**src/rtl/program_loader.sv**
```systemverilog
// ============================================================================
// Module   : program_loader
// Purpose  : Byte-stream program loader; writes little-endian words into
//            program memory and holds the CPU until the image is complete.
//            Optional checksum stage enabled by macro LOADER_CHECKSUM_EN.
// Revision : 1.0
// ============================================================================
`default_nettype none

module program_loader #(
   parameter logic [31:0] BASE_ADDR = 32'h0000_0000,
   parameter int unsigned MAX_WORDS = 256
) (
   input  logic        clk,
   input  logic        reset,
   input  logic        start,
   input  logic [7:0]  byte_in,
   input  logic        byte_valid,
   output logic        byte_ready,
   output logic [31:0] mem_address,
   output logic [31:0] mem_write_data,
   output logic        mem_write,
   output logic        cpu_hold,
   output logic        done,
   output logic        error,
   output logic [15:0] word_count
);

   typedef enum logic [2:0] {
      S_IDLE  = 3'd0,
      S_LEN0  = 3'd1,
      S_LEN1  = 3'd2,
      S_DATA  = 3'd3,
      S_WRITE = 3'd4,
      S_DONE  = 3'd5,
`ifdef LOADER_CHECKSUM_EN
      S_CSUM  = 3'd7,
`endif
      S_ERR   = 3'd6
   } state_t;

`ifdef LOADER_CHECKSUM_EN
   localparam state_t S_TAIL = S_CSUM;
`else
   localparam state_t S_TAIL = S_DONE;
`endif

   state_t      state;
   state_t      next_state;
   logic [7:0]  len_lo;
   logic [15:0] n_words;
   logic [1:0]  byte_idx;
   logic [15:0] len_word;
   logic        xfer;
   logic        restart;
   logic        last_word;
   logic        too_long;
`ifdef LOADER_CHECKSUM_EN
   logic [7:0]  csum;
`endif

   assign xfer      = byte_valid & byte_ready;
   assign len_word  = {byte_in, len_lo};
   assign restart   = start & ((state == S_IDLE) | (state == S_DONE) | (state == S_ERR));
   assign last_word = ({1'b0, word_count} + 17'd1) >= {1'b0, n_words};
   assign too_long  = {16'd0, len_word} > MAX_WORDS;

   always_ff @(posedge clk or negedge reset) begin
      if (!reset) begin
         state <= S_IDLE;
      end else begin
         state <= next_state;
      end
   end

   always_comb begin
      next_state = state;
      case (state)
         S_IDLE:  if (start) next_state = S_LEN0;
         S_LEN0:  if (xfer) next_state = S_LEN1;
         S_LEN1: begin
            if (xfer) begin
               if (len_word == 16'd0) next_state = S_TAIL;
               else if (too_long)     next_state = S_ERR;
               else                   next_state = S_DATA;
            end
         end
         S_DATA:  if (xfer && byte_idx == 2'd3) next_state = S_WRITE;
         S_WRITE: next_state = last_word ? S_TAIL : S_DATA;
`ifdef LOADER_CHECKSUM_EN
         S_CSUM:  if (xfer) next_state = (byte_in == csum) ? S_DONE : S_ERR;
`endif
         S_DONE, S_ERR: if (start) next_state = S_LEN0;
         default: next_state = S_IDLE;
      endcase
   end

   // Status outputs are registered from the next state so they line up with it.
   always_ff @(posedge clk or negedge reset) begin
      if (!reset) begin
         byte_ready <= 1'b0;
         mem_write  <= 1'b0;
         cpu_hold   <= 1'b1;
         done       <= 1'b0;
         error      <= 1'b0;
      end else begin
         byte_ready <= (next_state == S_LEN0) | (next_state == S_LEN1) |
`ifdef LOADER_CHECKSUM_EN
                       (next_state == S_CSUM) |
`endif
                       (next_state == S_DATA);
         mem_write  <= (next_state == S_WRITE);
         cpu_hold   <= (next_state != S_DONE);
         done       <= (next_state == S_DONE);
         error      <= (next_state == S_ERR);
      end
   end

   always_ff @(posedge clk or negedge reset) begin
      if (!reset) begin
         len_lo         <= 8'd0;
         n_words        <= 16'd0;
         byte_idx       <= 2'd0;
         word_count     <= 16'd0;
         mem_address    <= BASE_ADDR;
         mem_write_data <= 32'd0;
`ifdef LOADER_CHECKSUM_EN
         csum           <= 8'd0;
`endif
      end else begin
         if (restart) begin
            word_count <= 16'd0;
            byte_idx   <= 2'd0;
`ifdef LOADER_CHECKSUM_EN
            csum       <= 8'd0;
`endif
         end
         if (state == S_LEN0 && xfer) len_lo  <= byte_in;
         if (state == S_LEN1 && xfer) n_words <= len_word;
         if (state == S_DATA && xfer) begin
            mem_write_data[{byte_idx, 3'b000} +: 8] <= byte_in;
            byte_idx <= byte_idx + 2'd1;
`ifdef LOADER_CHECKSUM_EN
            csum     <= csum ^ byte_in;
`endif
            if (byte_idx == 2'd3) begin
               mem_address <= BASE_ADDR + {14'd0, word_count, 2'b00};
            end
         end
         if (state == S_WRITE) word_count <= word_count + 16'd1;
      end
   end

endmodule

`default_nettype wire

```
**config.mk**
```make
export PLATFORM = sky130hd
export DESIGN_NAME = program_loader
export DESIGN_NICKNAME = d
export VERILOG_FILES = /design/src/rtl/program_loader.sv
export SDC_FILE = /design/constraint.sdc
export NUM_CORES = 1
export LEC_CHECK = 0
export ABC_AREA = 1
export CAP_MARGIN = 20
export CORE_UTILIZATION = 55
export DETAILED_ROUTE_END_ITERATION = 8
export DONT_BUFFER_PORTS = 1
export PLACE_DENSITY = 0.81
export REMOVE_ABC_BUFFERS = 1
export SYNTH_ARGS = -nofsm -noshare
export SYNTH_HDL_FRONTEND = slang
export SYNTH_SLANG_ARGS = --single-unit
```
**constraint.sdc**
```tcl
create_clock -name clk -period 6.8 [get_ports clk]
set_clock_uncertainty 0.1 [all_clocks]
set_input_delay 1.36 -clock clk [delete_from_list [all_inputs] [get_ports clk]]
set_output_delay 1.36 -clock clk [all_outputs]
set_load 0.02 [all_outputs]
```
Yosys cells after proc, flatten, opt, wreduce, memory -nomap -nowiden
Index checks and enable logic that the tools add are counted.

storage, ports and cells
  bits in latches = 0
  bits in read-only memories = 0
  input bits = 12
  flip-flop bits (word level) = 98
  word-level logic and storage cells = 63
  memory bits (writable) = 0
  memories = 0

cells by class
  $lt $le $gt $ge = 2
  div/mod/pow operators = 0
  multiply operators = 0
  eq/ne operators = 14
  bitwise logic cells = 6
  muxes and demuxes = 13
  reduce and logical (&&, ||, !) cells = 10
  $add $sub $neg = 4
  shift operators = 2

operators with widths
  operator                  number
  $bwmux W32                1
  $mux W16                  2
  $shift A8 B7 Y32 const A  1
  $shiftx A8 B7 Y32         1
  $mux W3                   7
  $eq A3 B3 Y1 const B      6
  $add A16 B1 Y17 const B   1
  $ge A17 B16 Y1            1
  $add A16 B1 Y16 const B   1
  $gt A16 B9 Y1 const B     1
  $logic_not A16 Y1         1
  $pmux W3 S5               1
  $eq A3 B2 Y1 const B      4
  $neg A5 Y7                1
  $eq A3 B1 Y1 const B      2
  $logic_and A1 B1 Y1       4
  $mux W2                   2
  $or A1 B1 Y1              4
  $reduce_bool A2 Y1        2
  $logic_not A3 Y1          1
  $ne A3 B3 Y1 const B      1
  $reduce_or A3 Y1          1
  $add A2 B1 Y2 const B     1
  $and A1 B1 Y1             2
  2 further kinds           2

Logic depth before layout (Yosys ltp)
Gate-level depths: netlist of the first run.

  depth in word-level cells = 8
  gate-level depth with buffers = 20
  depth with buffers taken out = 20

Worst setup path after synthesis of the first run
Ideal clock, no wire load.

  path type = register to register
  start = register word_count[0]
  end = register error
  arrival = 2.447 ns
  clock period less this slack = 2.669 ns
  stages on the path, launching flop included = 19
  required time = 6.579 ns
  setup time = 0.121 ns
  slack = 4.131 ns
  cell sequence = dfrtp_1 ha_1 nand2_1 inv_2 nand2_2 nor2_4 inv_2 nor2_4 nand2_1 xor2_1 ha_1 a21oi_1 nor2_1 nor2_1 nand3_1 nor2_1 nand2_1 a21oi_2 nor2_1

between the ends
  cells in the longest elaborated chain, start to end = 5

ends and longest elaborated chain
  element                   line  source
  start: declaration        26    output logic [15:0] word_count
  start signal: assignment  150   if (state == S_WRITE) word_count <= word_count + 16'd1;
  $add A16 B1 Y17           65    assign last_word = ({1'b0, word_count} + 17'd1) >= {1'b0, n_words};
  $ge A17 B16 Y1            65
  $mux W3                   89    S_WRITE: next_state = last_word ? S_TAIL : S_DATA;
  $pmux W3 S5               78    case (state)
  $eq A3 B3 Y1              115   error <= (next_state == S_ERR);
  end signal: assignment    115
  end: declaration          25    output logic error,

Every way passes these cells.
A chain may end at the register's enable or synchronous reset.

Final worst setup path of the first run
  start = register word_count[0]
  end = register error

between the ends
  cells in the longest elaborated chain, start to end = 5

ends and longest elaborated chain
  element            line  source
  $add A16 B1 Y17    65
  $ge A17 B16 Y1     65
  $mux W3            89
  $pmux W3 S5        78
  via next_state[1]  49    state_t next_state;
  $eq A3 B3 Y1       115

The timed path passes the listed nets, and every way through them passes these cells.

==> summary.txt, run 1 <==
Layout
  • ANT cells: 0
  • Fillers: about 770
  • Share of cells above drive strength 1: 9.470%
  • # nets final: 653
  • Area grow syn2layout: 3.838%

Placement
  • RePlAce Congestion: about 0.9
  • I/O Buffers: 0
  • HPWL after DPL: 7.922 mm

Floorplanning
  • Die area: just under 0.01 mm²
  • Row Count: 34
  • Die Ht: 98.78 µm
  • Die W: 98.78 µm
  • Io pins: between 90 and 100
  • Std-Cell Core Area: 0.008891 mm²
  • Initial Utilization: a little under 60%

Clock tree
  • Clock-pin slew on the worst setup and hold paths: 0.09 ns
  • Post-CTS Setup Repair Bufs: 0
  • TritonCTS clock tree: built
  • Max Root-Sink Buffers: 2
  • Clock root buffer master: clkbuf_8
  • Clk_lat worst skew: 0.36 ns
  • Hold_buf cts: 0
  • CTS Sinks: 98
  • Post-CTS sizing: 0
  • TritonCTS Buffers: 9
  • CTS H-tree lvls: 3

Routing
  • # DRC: 0
  • DRT antenna net count: 0
  • Wire per inst: between 15 and 20 µm
  • Vias: 3936
  • Pre-antenna DRT Iters: 5
  • Final WL: about 11 mm
  • Via density: 5.384
  • Initial DRC Count: 204

Yosys
  • Yosys top cell by area: dfrtp_1
  • Distinct cell type count after synthesis: 38
  • Synth top cells by count: nand2_1 (167), dfrtp_1 (97), inv_1 (78)
  • Seq cells post-synth: 98
  • Post-Syn Instances: 624
  • Area share of the largest cell type after synthesis: 47.12%
  • Synth warn: 0
  • Top_reg_cell synth: dfrtp_1
  • Post-synth ARST share: 100.0%
  • Syn avg cell area: 8.255 µm²
  • Top-count cell post-synth: nand2_1
  • Synth top area cells: dfrtp_1 (47%), nand2_1 (12%), o21ai_0 (5.9%)
  • Sequential fraction of the synthesis area: a little under half
  • Synthesized area: 0.005151 mm²
  • Number of flops mapped to enable cells by yosys: 0

Timing
  • Setup TNS: 0 ns
  • RSZ-0062 raised after global routing: false
  • Worst-Margin Slew: 0.9773 ns
  • Tmin final: 3.025 ns
  • Hold Fails Final Rpt: 0
  • Max Clk Rate: 330.5 MHz
  • Slew Limit Fails: 0
  • Final setup fails: 0
  • Fin crit share: roughly 44%
  • Slew margin rel.: between 30% and 40%
  • Hold Slack: roughly 0.42 ns

Setup path
  • Crit Path Class: reg -> reg
  • Crit path max-delay family: simple AND/OR/NAND/NOR gates
  • CP Cell Sequence: ha_1, nand2_1, inv_2, nand2_2, nor2_4, inv_2, nor2_4, nand2_1, xor2_1, ha_1, a21oi_1, nor2_1, nor2_1, nand3_1, nor2_1, nand3_1, nand2_1, nand2_1, nor2_1
  • Required time of the worst setup path: 6.98 ns
  • CP max stage delay: 0.59 ns
  • WP data arrival: 3.21 ns
  • Buffers & Inverters on Critical Path: 2
  • Startpoint types: flip-flop
  • Critical path peak fanout: 7
  • CP max stage cell: dfrtp_1
  • Endpoint class of the critical path: flip-flop

Global route
  • GR Overflow Total: 0
  • First-pass GRT wire length: 18.27 mm
  • Pin count of the biggest net entering global routing: 99
  • All-layer global routing usage: 23.86%
  • Number of global-route vias before repair: 3931
  • Initial antenna violation count: 0

Run status
  • Outcome: finished, final reports clean

Run
  • Max-cap violations: 0

Pwr
  • Peak VDD IR: 206.6 µV
  • PD cells: 321.2 mW/mm²
  • Leakage: 2.835 nW

Hold path
  • Min-delay worst type: reg -> reg
-- state kept, by name (all words and copies together), names as in the netlist --
name / flops
done: 1
mem_write: 1
byte_ready: 1
mem_address: 16
word_count: 16
byte_idx: 2
cpu_hold: 1
state: 3
mem_write_data: 32
n_words: 16
len_lo: 8
error: 1
-- power by group --
part / leakage, nW / switching [mW] / internal [mW]
registers: 1.31 / 0.117 / 0.694
clock network: 0.112 / 0.195 / 0.215
logic: 1.41 / 0.346 / 0.151
total: 2.84 / 0.658 / 1.06
-- worst paths after layout --
kind                             endpoint           from  cells past startpoint  slack (ns)
setup / recovery                    error  word_count[0]                     19        3.77
hold / removal                  len_lo[3]      len_lo[3]                      2        0.42
min in group asynchronous  word_count[14]          reset                      0        0.59
hold reg to reg                 len_lo[3]      len_lo[3]                      2        0.42
setup reg to reg                    error  word_count[0]                     19        3.77
max in group asynchronous        cpu_hold          reset                      0        5.82
-- logic make-up (layout without fill, tap and decap cells) --
kind of cell               count (synthesis)  in the layout  synth area share [%]
and+or+nand+nor                          280            280                 24.24
DFF                                       98             98                 47.63
other                                      1             16               0.07280
xor gates and xnor gates                   9              9                 1.676
AOI/OAI and AO/OA                         94             94                 10.32
muxes                                      1              1                0.2186
buffers and inverters                    119            103                 10.49
adders and majority gates                 22             22                 5.344
-- worst register-to-register path, cell delays in order (launching register included) --
cell	delay (ns)
dfrtp_1	0.59
ha_1	0.23
nand2_1	0.06
inv_2	0.07
nand2_2	0.07
nor2_4	0.17
inv_2	0.08
nor2_4	0.11
nand2_1	0.08
xor2_1	0.21
ha_1	0.30
a21oi_1	0.13
nor2_1	0.06
nor2_1	0.08
nand3_1	0.08
nor2_1	0.12
nand3_1	0.14
nand2_1	0.13
nand2_1	0.06
nor2_1	0.09
-- cells in the final DEF (no fill, tap or decap), types with 7 or more instances in the layout --
cell	Yosys	layout
clkbuf_8	0	10
conb_1	1	16
dfrtp_1	97	97
ha_1	22	22
inv_1	78	78
inv_2	9	9
nand2_1	167	167
nand3_1	52	52
nor2_1	32	32
nor2_4	7	7
o21ai_0	61	61
o21ai_1	12	12
xor2_1	8	8
-- metal layers --
layer	GRT usage (%)	part of all wire, %	vias up
li1	-	-	1922
met1	27.80	42	1844
met2	40.56	48	155
met3	9.220	8.8	15
met4	7.577	1.6	0
met5	0	0	-
-- layout make-up --
class                   count  area [µm²]  area share [%]
well taps                 108       135.1           2.526
flip-flops and latches     98        2454           45.87
inverters                  88       330.3           6.175
clock inverters             5       78.83           1.474
multi-input cells         422        2213           41.38
clock buffers              10       137.6           2.573
-- through the flow --
step           power (mW)  setup WS, ns  cells  cell area [µm²]  utilization [%]
6_report            1.718         3.775    731             5349            60.16
5_1_grt             1.839         3.469    731             5349            60.16
4_1_cts             1.727         3.780    731             5349            60.16
3_5_place_dp        1.315         3.506    716             5132            57.73
3_3_place_gp        1.288         3.528    716             5132            57.73
2_1_floorplan       1.184         4.052    608             4997                -
(Power assumes the default switching activity.)
==> inputs of run 2 (changes only) <==
clock period = 2.9 ns   (was 6.8 ns; I/O delays follow)
==> run 2 against run 1 <==
The run now ends with hold timing left. Worst setup slack worse by 3.7 ns. Cell area rose by 4.3%. Sequential share of layout area decreased by 1.9 points. Sequential power rose by 130%. Utilization up 2.6 points. Global-route usage up 0.41 points. Wire length rose by 3.7%. Count of clock-buffer cells in the layout increased by 3. Flip-flop and latch count unchanged. Register-to-register slack got worse by 3.7 ns. Combinational power rose to 2.5 times the previous value. Non-clock buffer count is 16 higher. Critical endpoint is now byte_ready. Largest cell class unchanged.
==> summary.txt, run 2 (same netlist as run 1, synthesis figures left out) <==
Clock tree
  • Clk_lat worst skew: 0.36 ns
  • CTS Sinks: 98
  • Clock-pin slew on the worst setup and hold paths: around 0.09 ns
  • TritonCTS clock tree: built
  • TritonCTS Buffers: 9
  • CTS H-tree lvls: 3
  • Max Root-Sink Buffers: 2
  • Clock root buffer master: clkbuf_8

Timing
  • Final WS setup: 0.1143 ns
  • Tmin final: approximately 2.8 ns
  • Max Clk Rate: between 300 and 400 MHz
  • Hold Slack: -0.1975 ns
  • Slew margin rel.: 42.04%
  • Setup TNS: 0 ns
  • Hold Fails Final Rpt: 98
  • Worst-Margin Slew: 0.8674 ns
  • Final setup fails: 0
  • Slew Limit Fails: 0
  • Fin crit share: 96.06%

Layout
  • Max reg flops: 32
  • Largest register by flop count: mem_write_data
  • Final Util: 62.72%
  • # nets final: between 600 and 700
  • Area grow syn2layout: 8.258%
  • Share of cells above drive strength 1: 14.53%
  • ANT cells: 0
  • Commonest cells after routing, fill and taps aside: nand2_1 (164), dfrtp_1 (96), inv_1 (77)
  • Most common cell after layout, fill and taps aside: nand2_1
  • Fin area: 0.005577 mm²

Floorplanning
  • Std-Cell Core Area: 0.008891 mm²
  • Die W: 98.78 µm
  • Die Ht: between 90 and 100 µm
  • Io pins: 97
  • Die area: ~0.01 mm²
  • Row Count: 34
  • Initial Utilization: 57.94%

Global route
  • First-pass GRT wire length: 18.75 mm
  • Layer with the highest usage: met2
  • Number of global-route vias before repair: 4003
  • Met1 layer usage reported by global route: between 30 and 40%
  • Pin count of the biggest net entering global routing: 99
  • Met3 Usage GRT: 6.809%
  • M2 GR Usage: 40.99%
  • GR Overflow Total: 0
  • All-layer global routing usage: roughly a quarter
  • Initial antenna violation count: 0

Setup path
  • Critical path peak fanout: 6
  • R2r endpoint: byte_ready
  • CP max stage cell: dfrtp_1
  • CP max stage delay: around 0.39 ns
  • Startpoint types: flip-flop
  • Required time of the worst setup path: 3.10 ns
  • Reg2Reg Launch Point: word_count[0]
  • Reg2Reg Depth: 19
  • CP Cell Sequence: buf_6, nand3_4, nor2_4, nand2_4, nor2_4, nand3_2, xor2_2, ha_1, nand2_1, inv_1, nand2_1, nor2_1, nand2_1, nand3_1, nor2_2, nand2_2, a21oi_2, nand2_1, inv_1
  • Most numerous cell on the critical path: nand2_1
  • Crit Path Class: reg -> reg
  • WP data arrival: ~3 ns
  • Buffers & Inverters on Critical Path: 3
  • Endpoint class of the critical path: flip-flop
  • R2R Setup Slk: 0.11 ns
  • Crit path max-delay family: simple AND/OR/NAND/NOR gates

Routing
  • DRT antenna net count: 0
  • Pre-antenna DRT Iters: 5
  • Wire per inst: 15.25 µm
  • Initial DRC Count: 158
  • Via density: approximately 5.5
  • # DRC: 0
  • Vias: 4083
  • Final WL: 11.41 mm

Placement
  • DP Worst Slack: 0.1181 ns
  • HPWL after DPL: 7.909 mm
  • RePlAce Congestion: 0.9125
  • Post-DP Area: roughly 0.0052 mm²
  • I/O Buffers: 0

Run status
  • Failing checks: hold timing
  • Outcome: finished with violations

Run
  • Max-cap violations: 0

Pwr
  • Peak VDD IR: 427.1 µV
  • PD cells: 733.2 mW/mm²
  • Leakage: between 2 and 3 nW

Hold path
  • Min-delay worst type: in -> async
run 2: cell count changes in the layout (fill, tap and decap cells not counted), moves of 3 or more:
cell,delta
buf_4,+15
nand3_1,-4
nand2_1,-3
nand3_2,+3
nor2_1,-3
xor2_1,-3
xor2_2,+3
run 2: how the worst max path moves through the flow:
stage,start,endpoint,slack (ns),cells past startpoint
final,word_count[0],byte_ready,0.11,19
after global routing,word_count[0],byte_ready,-0.03,19
after CTS,word_count[0],cpu_hold,0.08,20
after detailed placement,word_count[0],cpu_hold,0.12,20
after global placement,word_count[3],byte_ready,0.24,19
after floorplan,word_count[0],error,0.23,18
run 2: layout make-up:
cell class	instances	area, µm²
clock buffer	13	168.9
clock inverter	3	46.29
fill	747	3314
inverter	88	330.3
multi-input combinational	422	2317
sequential	98	2455
tap	108	135.1
timing repair buffer	16	123.9
run 2: repair_timing:
item | in CTS | in global routing
buffers inserted | 0 | 2
endpoints found under the setup margin | 0 | 6
endpoints found under the hold margin | 98 | 98
resized for setup | 0 | 24
run 2: report_power, final:
group          total [mW]  switching (mW)  internal [mW]
logic                1.26           0.861          0.404
clock network       0.945           0.473          0.472
registers            1.88           0.252           1.63
run 2: stage by stage:
step / power, mW / instances
6_report: 4.089 / 748
5_1_grt: 4.354 / 748
4_1_cts: 4.055 / 746
3_5_place_dp: 3.111 / 730
3_3_place_gp: 3.043 / 730
2_1_floorplan: 2.777 / 608
run 2: metal layers:
layer / share of wire (%) / vias up
li1: - / 1959
met3: 8.0 / 22
met2: 49 / 150
met5: 0 / -
met1: 41 / 1952
met4: 1.8 / 0
==> inputs of run 3 (changes only) <==
clock period = 3.6 ns   (was 2.9 ns; I/O delays follow)
==> run 3 against run 2 <==
The run now ends clean. Wire length about the same. Combinational power is 23% lower. Register-to-register slack improved by 0.30 ns. Fmax fell by 13%. Critical path depth decreased by 1. Via count down 2.7%. Cell area is 3.5% lower. Utilization is 2.2 points lower. Power is 20% lower. Hold slack improved by 0.29 ns. Cell count decreased by 1.9%. First-iteration DRC count increased by 18%. Critical endpoint is now error. Highest routed layer unchanged.
==> summary.txt, run 3 (same netlist as run 1, synthesis figures left out) <==
Layout
  • Max reg flops: 32
  • ANT cells: 0
  • # nets final: 655
  • Post-route insts no fill: ~730
  • Commonest cells after routing, fill and taps aside: nand2_1 (167), dfrtp_1 (97), inv_1 (78)
  • Share of cells above drive strength 1: 9.425%
  • Largest register by flop count: mem_write_data
  • Area grow syn2layout: 4.469%
  • Most common cell after layout, fill and taps aside: nand2_1

Placement
  • RePlAce Congestion: 0.9039
  • I/O Buffers: 0
  • DP Worst Slack: 0.4876 ns
  • Placed Cells: 717
  • HPWL after DPL: 8.078 mm

Routing
  • Vias: 3973
  • Via density: about 5.4
  • Initial DRC Count: approximately 190
  • DRT antenna net count: 0
  • # DRC: 0
  • Pre-antenna DRT Iters: 4
  • Wire per inst: 15.55 µm
  • Final WL: around 11 mm

Global route
  • Met3 Usage GRT: 7.305%
  • Number of global-route vias before repair: 4083
  • GR Overflow Total: 0
  • Met1 layer usage reported by global route: a little under a third
  • Layer with the highest usage: met2
  • Initial antenna violation count: 0
  • All-layer global routing usage: 25.22%
  • M2 GR Usage: 42.12%
  • First-pass GRT wire length: slightly below 20 mm
  • Pin count of the biggest net entering global routing: 98

Timing
  • Hold Fails Final Rpt: 0
  • RSZ-0062 raised after global routing: false
  • Setup TNS: 0 ns
  • Slew Limit Fails: 0
  • Final setup fails: 0
  • Max Clk Rate: 313.5 MHz
  • Worst-Margin Slew: 1.031 ns
  • Tmin final: 3.190 ns
  • Final WS setup: 0.4101 ns
  • Slew margin rel.: 31.10%
  • Fin crit share: around 90%

Setup path
  • Startpoint types: flip-flop
  • CP max stage delay: about 0.60 ns
  • Endpoint class of the critical path: flip-flop
  • WP data arrival: about 3.3 ns
  • Buffers & Inverters on Critical Path: 2
  • CP Cell Sequence: ha_1, nand2_1, inv_2, nand2_2, nor2_4, inv_2, nor2_4, nand2_1, xor2_1, ha_1, a21oi_1, nor2_1, nor2_1, nand3_1, nor2_1, nand2_1, a21oi_2, nor2_1
  • Critical path peak fanout: 7
  • Crit Path Class: reg -> reg
  • Required time of the worst setup path: 3.75 ns
  • CP max stage cell: dfrtp_1
  • Crit path max-delay family: simple AND/OR/NAND/NOR gates
  • Most numerous cell on the critical path: nor2_1

Clock tree
  • CTS H-tree lvls: 3
  • TritonCTS Buffers: 9
  • CTS Sinks: around 100
  • TritonCTS clock tree: built
  • Clk_lat worst skew: 0.36 ns
  • Max Root-Sink Buffers: 2
  • Post-CTS Setup Repair Bufs: 0
  • Clock root buffer master: clkbuf_8
  • Clock-pin slew on the worst setup and hold paths: ~0.090 ns

Floorplanning
  • Row Count: 34
  • Die Ht: a little under 100 µm
  • Die area: 0.009757 mm²
  • Initial Utilization: 57.94%
  • Die W: 98.78 µm
  • Io pins: a little under 100
  • Std-Cell Core Area: 0.008891 mm²

Pwr
  • PD cells: between 600 and 700 mW/mm²
  • Peak VDD IR: 327.9 µV
  • Leakage: 2.849 nW

Run status
  • Outcome: finished, final reports clean

Run
  • Max-cap violations: 0

Hold path
  • Min-delay worst type: in -> async
-- run 3: cell count changes in the layout (fill, tap and decap cells not counted), sizes merged --
cell | before | now
bufinv | 1 | 2
buf | 16 | 2
clkinvlp | 1 | 0
-- run 3: final cells by class --
class,instances,area [µm²]
clock buffer,13,148.9
clock inverter,3,65.06
fill,768,3510
inverter,88,330.3
multi-input combinational,422,2213
sequential,98,2454
tap,108,135.1
timing repair buffer,2,35.03
-- run 3: power by group --
part / internal, mW / leakage, nW / switching [mW]
Clock: 0.411 / 0.108 / 0.363
Sequential: 1.31 / 1.31 / 0.220
Combinational: 0.290 / 1.43 / 0.676
-- run 3: worst paths after layout --
check | start | to | slack, ns | cells after the start
setup / recovery | word_count[0] | error | 0.41 | 18
hold / removal | reset | cpu_hold | 0.09 | 0
setup reg to reg | word_count[0] | error | 0.41 | 18
hold reg to reg | len_lo[2] | n_words[2] | 0.41 | 2
max in group asynchronous | reset | mem_write_data[14] | 2.87 | 1
min in group clk | byte_in[4] | n_words[12] | 0.38 | 2
-- run 3: per-stage QoR --
stage	hold slack [ns]	power, mW	instance area, µm²	util (%)
2_1_floorplan	0.3244	2.237	4997	-
3_3_place_gp	0.3264	2.425	5140	57.81
3_5_place_dp	0.3264	2.480	5140	57.81
4_1_cts	0.08394	3.279	5381	60.53
5_1_grt	0.07519	3.506	5381	60.53
6_report	0.09443	3.271	5381	60.53
-- run 3: repair_timing --
item,in CTS,in global routing
hold endpoints to repair,97,0
gates resized for setup,0,0
hold buffers,1,0
endpoints found under the setup margin,0,0
-- run 3: per-layer routing --
metal | routed length, µm | vias to the layer above
met5 | 0 | -
li1 | - | 1932
met2 | 5430 | 144
met4 | 312 | 0
met1 | 4703 | 1877
met3 | 970 | 20
